==> config.mk <==
export PLATFORM = sky130hd
export DESIGN_NAME = pb_led_ctrl
export DESIGN_NICKNAME = d
export VERILOG_FILES = /design/src/rtl/pb_led_ctrl.sv
export SDC_FILE = /design/constraint.sdc
export NUM_CORES = 1
export LEC_CHECK = 0
export BUFFER_PORTS_ARGS = -buffer_cell sky130_fd_sc_hd__clkbuf_2
export CAP_MARGIN = 20
export CORE_UTILIZATION = 36
export DETAILED_ROUTE_END_ITERATION = 16
export PLACE_DENSITY = 0.61
export SLEW_MARGIN = 20
export SYNTH_ARGS = -nofsm -noshare
export SYNTH_HDL_FRONTEND = slang
export SYNTH_SLANG_ARGS = --single-unit
==> constraint.sdc <==
create_clock -name clk -period 1.7 [get_ports clk]
set_input_delay 0.34 -clock clk [delete_from_list [all_inputs] [get_ports clk]]
set_output_delay 0.34 -clock clk [all_outputs]
set_load 0.005 [all_outputs]
==> src/rtl/pb_led_ctrl.sv <==
`default_nettype none
// ============================================================================
// Module   : pb_led_ctrl
// Purpose  : Push-button to LED controller. Every channel synchronises and
//            debounces one button pin. Each accepted press advances that
//            channel's LED mode. The LED is driven as true and complemented
//            registered outputs.
//            Optional feature macro: PB_LED_BLINK_EN
//              defined   -> modes OFF -> ON -> BLINK -> OFF, using a shared
//                           blink generator
//              undefined -> 1-bit mode, each press toggles OFF <-> ON
// Ports    : clk    - single clock, rising edge
//            rst_n  - asynchronous active-low reset
//            pb     - [CHANNELS] raw button pins (asynchronous)
//            led    - [CHANNELS] LED drive, 1 = lit
//            led_n  - [CHANNELS] registered complement of led
//            press  - [CHANNELS] one-cycle pulse per accepted press
// Revision : 1.0 - initial release
// ============================================================================
module pb_led_ctrl #(
    parameter int CHANNELS      = 2,
    parameter int DB_CYCLES     = 50000,
    parameter int BLINK_HALF    = 1000000,
    parameter int PB_ACTIVE_LOW = 1
) (
    input  logic                clk,
    input  logic                rst_n,
    input  logic [CHANNELS-1:0] pb,
    output logic [CHANNELS-1:0] led,
    output logic [CHANNELS-1:0] led_n,
    output logic [CHANNELS-1:0] press
);

    // Debounce counter width. It is never narrower than 1 bit.
    localparam int                c_db_w    = (DB_CYCLES > 1) ? $clog2(DB_CYCLES) : 1;
    localparam logic [c_db_w-1:0] c_db_last = c_db_w'(DB_CYCLES - 1);
    // Pin level of a released button. The synchronisers reset to this level.
    localparam logic              c_pin_idle = (PB_ACTIVE_LOW != 0) ? 1'b1 : 1'b0;

    // Reject illegal parameter sets at elaboration time.
    if (CHANNELS < 1 || DB_CYCLES < 1 || BLINK_HALF < 2) begin : g_bad_params
        $error("pb_led_ctrl: illegal parameter value");
    end

`ifdef PB_LED_BLINK_EN
    localparam int c_st_w = 2;
    localparam logic [c_st_w-1:0] c_st_off   = 2'd0;
    localparam logic [c_st_w-1:0] c_st_on    = 2'd1;
    localparam logic [c_st_w-1:0] c_st_blink = 2'd2;

    localparam int                c_bl_w    = (BLINK_HALF > 1) ? $clog2(BLINK_HALF) : 1;
    localparam logic [c_bl_w-1:0] c_bl_last = c_bl_w'(BLINK_HALF - 1);

    // The blink generator is shared and free-running. Entering BLINK never
    // restarts it, so all blinking channels stay in phase.
    logic [c_bl_w-1:0] r_bcnt;
    logic              r_ph;
    logic              w_bwrap;
    logic              w_ph_next;

    assign w_bwrap   = (r_bcnt == c_bl_last);
    // The LED registers take the post-edge phase so that they do not lag.
    assign w_ph_next = r_ph ^ w_bwrap;

    always_ff @(posedge clk or negedge rst_n) begin
        if (!rst_n) begin
            r_bcnt <= '0;
            r_ph   <= 1'b0;
        end else begin
            r_bcnt <= w_bwrap ? '0 : r_bcnt + 1'b1;
            r_ph   <= w_ph_next;
        end
    end
`else
    localparam int c_st_w = 1;
`endif

    for (genvar i = 0; i < CHANNELS; i++) begin : g_ch
        logic              r_sync1;
        logic              r_sync2;
        logic              r_db;
        logic [c_db_w-1:0] r_cnt;
        logic              r_press;
        logic              r_led;
        logic              r_led_n;
        logic [c_st_w-1:0] r_state;
        logic [c_st_w-1:0] w_state_next;
        logic              w_led_next;
        logic              w_pb_s;
        logic              w_accept;
        logic              w_rise;

        // Normalise so that 1 means pressed, whatever the pin polarity.
        assign w_pb_s   = (PB_ACTIVE_LOW != 0) ? ~r_sync2 : r_sync2;
        // A differing level that has held for DB_CYCLES edges is accepted on
        // this edge.
        assign w_accept = (w_pb_s != r_db) && (r_cnt == c_db_last);
        // Only the rising side of the debounced level counts as a press.
        assign w_rise   = w_accept & w_pb_s;

        always_comb begin
            w_state_next = r_state;
            w_led_next   = 1'b0;
`ifdef PB_LED_BLINK_EN
            case (r_state)
                c_st_off:   if (w_rise) w_state_next = c_st_on;
                c_st_on:    if (w_rise) w_state_next = c_st_blink;
                c_st_blink: if (w_rise) w_state_next = c_st_off;
                default:    w_state_next = c_st_off;
            endcase
            w_led_next = (w_state_next == c_st_on) ||
                         ((w_state_next == c_st_blink) && w_ph_next);
`else
            if (w_rise) w_state_next = ~r_state;
            w_led_next = w_state_next[0];
`endif
        end

        always_ff @(posedge clk or negedge rst_n) begin
            if (!rst_n) begin
                r_sync1 <= c_pin_idle;
                r_sync2 <= c_pin_idle;
                r_db    <= 1'b0;
                r_cnt   <= '0;
                r_press <= 1'b0;
                r_state <= '0;
                r_led   <= 1'b0;
                r_led_n <= 1'b1;
            end else begin
                r_sync1 <= pb[i];
                r_sync2 <= r_sync1;
                if (w_pb_s == r_db) begin
                    r_cnt <= '0;
                end else if (w_accept) begin
                    r_db  <= w_pb_s;
                    r_cnt <= '0;
                end else begin
                    r_cnt <= r_cnt + 1'b1;
                end
                r_press <= w_rise;
                r_state <= w_state_next;
                r_led   <= w_led_next;
                r_led_n <= ~w_led_next;
            end
        end

        assign led[i]   = r_led;
        assign led_n[i] = r_led_n;
        assign press[i] = r_press;
    end

endmodule
`default_nettype wire

### Word level (Yosys, flattened, before mapping)

Index checks and enable logic that the tools add are counted.

| storage, ports and cells | value |
|---|---|
| bits in registers | 44 |
| bits in latches | 0 |
| memory bits (writable) | 0 |
| bits in read-only memories | 0 |
| input bits | 4 |
| output and inout bits | 6 |
| word-level logic and storage cells | 42 |
| memories kept | 0 |

| operators by class | value |
|---|---|
| add/sub/neg operators | 2 |
| multipliers | 0 |
| divide/modulo/power cells | 0 |
| magnitude comparators | 0 |
| equal/unequal tests | 6 |
| shift operators | 0 |
| multiplexer cells | 6 |
| bitwise gates (word level) | 10 |
| reduce and logical (&&, ||, !) cells | 4 |

Operators by type and width:

| kind | number |
|---|---|
| 16-bit 2-to-1 mux | 4 |
| 16-bit by 1-bit adder with 16-bit output (second input constant) | 2 |
| 16-bit equality test (second input constant) | 2 |
| 1-bit inverter | 8 |
| 2-bit AND reduction | 2 |
| 1-bit AND | 2 |
| 1-bit equality test | 2 |
| 1-bit logical AND | 2 |
| 1-bit 2-to-1 mux | 2 |
| 1-bit != test | 2 |

### Depth between registers and ports, before layout

| depth | value |
|---|---|
| depth after elaboration | 6 |
| mapped depth | 6 |
| mapped depth without buffers | 5 |

### Worst setup path before layout

Ideal clock, no wire load.

| timing path | value |
|---|---|
| path kind | register to register |
| from | register g_ch[0].r_cnt[0] |
| to | register g_ch[0].r_cnt[10] |
| setup time | 0.119 ns |
| arrival | 1.527 ns |
| setup slack | 0.054 ns |
| stages on the path, launching flop included | 7 |
| path buffers | 1 |
| path through | dfrtp_1 -> ha_1 -> nand4_2 -> or4_4 -> nand2_4 -> buf_6 -> nor2_1 |

| on the way | value |
|---|---|
| cells in the longest elaborated chain, start to end | 4 |

Ends and longest elaborated chain:

| element | RTL line | source |
|---|---|---|
| from (decl) | 82 | `logic [c_db_w-1:0] r_cnt;` |
| from (signal assigned) | 138 | `r_cnt <= r_cnt + 1'b1;` |
| branches (longest 2 deep; another with 16-bit by 1-bit adder with 16-bit output) | - |  |
| 16-bit 2-to-1 mux (*) | 134 | `end else if (w_accept) begin` |
| 16-bit 2-to-1 mux (*) | 132 | `if (w_pb_s == r_db) begin` |

Mark *: on every way between the ends.
A chain may end at the register's enable or synchronous reset.

### Worst setup path in the final report

| timing path | value |
|---|---|
| from | register g_ch[0].r_cnt[1] |
| to | register g_ch[0].r_cnt[6] |

Same word-level chain as after synthesis.

==> impl_metrics.csv <==
group,metric,value,unit
global_route,grt_use_total,13.4,%
timing,maxSlewViolCount,0,
flow_run,cap_violations,0,
pwr,total_power,1.97,mW
timing,fmax,634,MHz
synthesis,seq_area_frac_synth,54.9,%
worst_setup_path,worstSetupStartpointType,"register",
global_route,grt_pass1_vias,1428,
placement,numPortBuffers,9,
synthesis,synth.area.top_cells,"dfrtp_1 47%, xnor2_1 13%, dfstp_2 7.8%",
placement,place_inst,284,
clock_network,numClockSinks,44,
cells_and_area,final_layout_size_suffix_gt1_share,23.0,%
cells_and_area,final_core_util,45.7,%
die,start_util,38.5,%
route,drt_wl_total,3360,um
outcome,status,"completed",
timing,finalHoldViolations,0,
die,die_x,76.9,um
clock_network,cts-buffers-inserted,5,
route,drc,0,
synthesis,synth_area_per_cell,10.6,um^2
die,die_y,76.9,um
clock_network,cts-root-buf,"clkbuf_8",
placement,place_area,2250,um^2
route,dr.pass1.iters,3,
synthesis,synth_top_area_cell,"dfrtp_1",
die,core,5240,um^2
worst_setup_path,crit_required,1.90,ns
timing,tightest_slew,0.547,ns
timing,slew_headroom,63.5,%
cells_and_area,finalNetCount,227,
synthesis,ys_ff_latch,44,
route,ant_nets,0,
global_route,grt_overflow,0,
route,drt_iter0_drc,39,
worst_setup_path,cp.arrival,1.77,ns
placement,dp_hpwl,2290,um
worst_setup_path,rr_startpoint,"g_ch[0].r_cnt[1]",
cells_and_area,fillers,519,
placement,pre_cts_slack,0.0857,ns
clock_network,clkTransAtPathRegs,0.09,ns
cells_and_area,area_delta_synth_final,18.5,%
die,rows,26,
worst_setup_path,worstSetupPathType,"register to register",
cells_and_area,final_cell_count_no_fill,292,
route,route.vias.total,1377,
clock_network,cts_max_level,2,
pwr,powerDensity,824,nW/um^2
synthesis,yosysWarnings,0,
synthesis,synth.cell_area,2020,um^2
timing,fin_ws,0.123,ns
route,routed_via_density,4.72,
placement,routabilityCongestion,0.810,
worst_setup_path,startpoint,"g_ch[0].r_cnt[1]",
clock_network,cts_tree,"done",
synthesis,synth_edf_count,0,
timing,final.setup.tns,0,ns
die,io_pins,10,
route,wire_per_inst,11.5,um
global_route,grt_max_degree,45,
pwr,ir_drop,0.521,mV
synthesis,synth_flop_cell,"dfrtp_1",
worst_hold_path,timing.hold.worst.class,"primary input to asynchronous set/reset pin",
timing,setup-violations-final,0,
synthesis,syn-num-nets,197,
synthesis,async_flop_share,100,%
pwr,p_leak,1.01,nW
clock_network,clock_path_buffers,2,
timing,hold_slack,0.0968,ns
synthesis,synth_commonest_cells,"38 x dfrtp_1, 38 x nor2_1, 29 x xnor2_1",
cells_and_area,antenna_cells,0,
clock_network,post_cts_buffers,0,
clock_network,clock_latency,0.30,ns
synthesis,syn_inst,191,
global_route,antenna_found_initial,0,
timing,finalCritPeriodShare,92.8,%
synthesis,yosysUniqueCellTypes,25,
timing,finClkSkew,0.00716,ns
timing,min_period,1.58,ns
global_route,grt_first_pass_wirelength,6200,um
die,dieArea,5910,um^2
synthesis,synth_top_area_share,47.1,%
worst_setup_path,cp_max_fo,15,
worst_setup_path,end_kind,"register",
timing,rsz0062_at_grt,"no",
cells_and_area,final_cell_area,2390,um^2
## kinds of logic (layout without fill, tap and decap cells)
| logic type | after synthesis | after routing | share of synthesized area, % |
|---|---|---|---|
| fa+ha+maj | 2 | 2 | 1.24 |
| flops | 44 | 44 | 54.9 |
| xor+xnor | 34 | 34 | 14.8 |
| compound gates | 2 | 2 | 0.620 |
| buf+inv | 14 | 45 | 4.15 |
| simple gates | 95 | 95 | 24.3 |
## critical path, stage by stage, from the launching register on
cell and delay, ns:
dfrtp_1 0.37, ha_1 0.23, nand4_2 0.10, or4_4 0.56, nand2_8 0.15, nor2_1 0.06
## power by group
part	switching, mW	total [mW]	leakage, nW	internal (mW)
clock network	0.381	0.824	0.0548	0.443
logic	0.0431	0.0666	0.363	0.0235
registers	0.0141	1.08	0.589	1.07
## path summary, 6_finish.rpt
check	to	slack [ns]	depth (start not counted)
max in group asynchronous	g_ch[0].r_sync2	1.22	2
max reg2reg	g_ch[0].r_cnt[6]	0.12	5
min reg2reg	g_ch[0].r_sync2	0.36	0
min	g_ch[1].r_state	0.1	2
max	g_ch[0].r_cnt[6]	0.12	5
min in group clk	g_ch[1].r_sync1	0.11	1
## final cells by class
| type | count | area, um^2 | share of cell area [%] |
|---|---|---|---|
| Timing Repair Buffer | 31 | 210 | 8.79 |
| Tap cell | 70 | 87.6 | 3.66 |
| Clock buffer | 5 | 68.8 | 2.88 |
| Multi-Input combinational cell | 133 | 847 | 35.4 |
| Clock inverter | 3 | 46.3 | 1.94 |
| Sequential cell | 44 | 1110 | 46.4 |
| Inverter | 6 | 22.5 | 0.942 |
## layer usage
metal | up-vias | wire length, um | track usage, %
li1 | 701 | - | -
met3 | 10 | 95 | 3.21
met4 | 0 | 95 | 6.35
met5 | - | 0 | 0
met1 | 650 | 1660 | 16.2
met2 | 16 | 1510 | 22.2
## state kept, by name (all words and copies together) (netlist names)
register	cells
g_ch.r_sync2	2
g_ch.r_state	2
g_ch.r_led_n	2
g_ch.r_cnt	32
g_ch.r_press	2
g_ch.r_sync1	2
g_ch.r_db	2
## timing repair
action                                  in CTS  in global routing
endpoints found under the setup margin       0                 15
gates resized for setup                      0                  4
endpoints found under the hold margin        0                  0
hold buffers                                 0                  0
## cell usage in the layout (no fill, tap or decap), drive strengths merged, types with 3 or more instances in the layout
cell type and count:
nor2 38, dfrtp 38, xnor2 29, buf 22
clkbuf 14, nand3 11, nor4 10, nand2 10
nand4 8, nor3 7, inv 7, dfstp 6
xor2 5, and3 3
No activity file was read; power rests on OpenSTA's default activity.
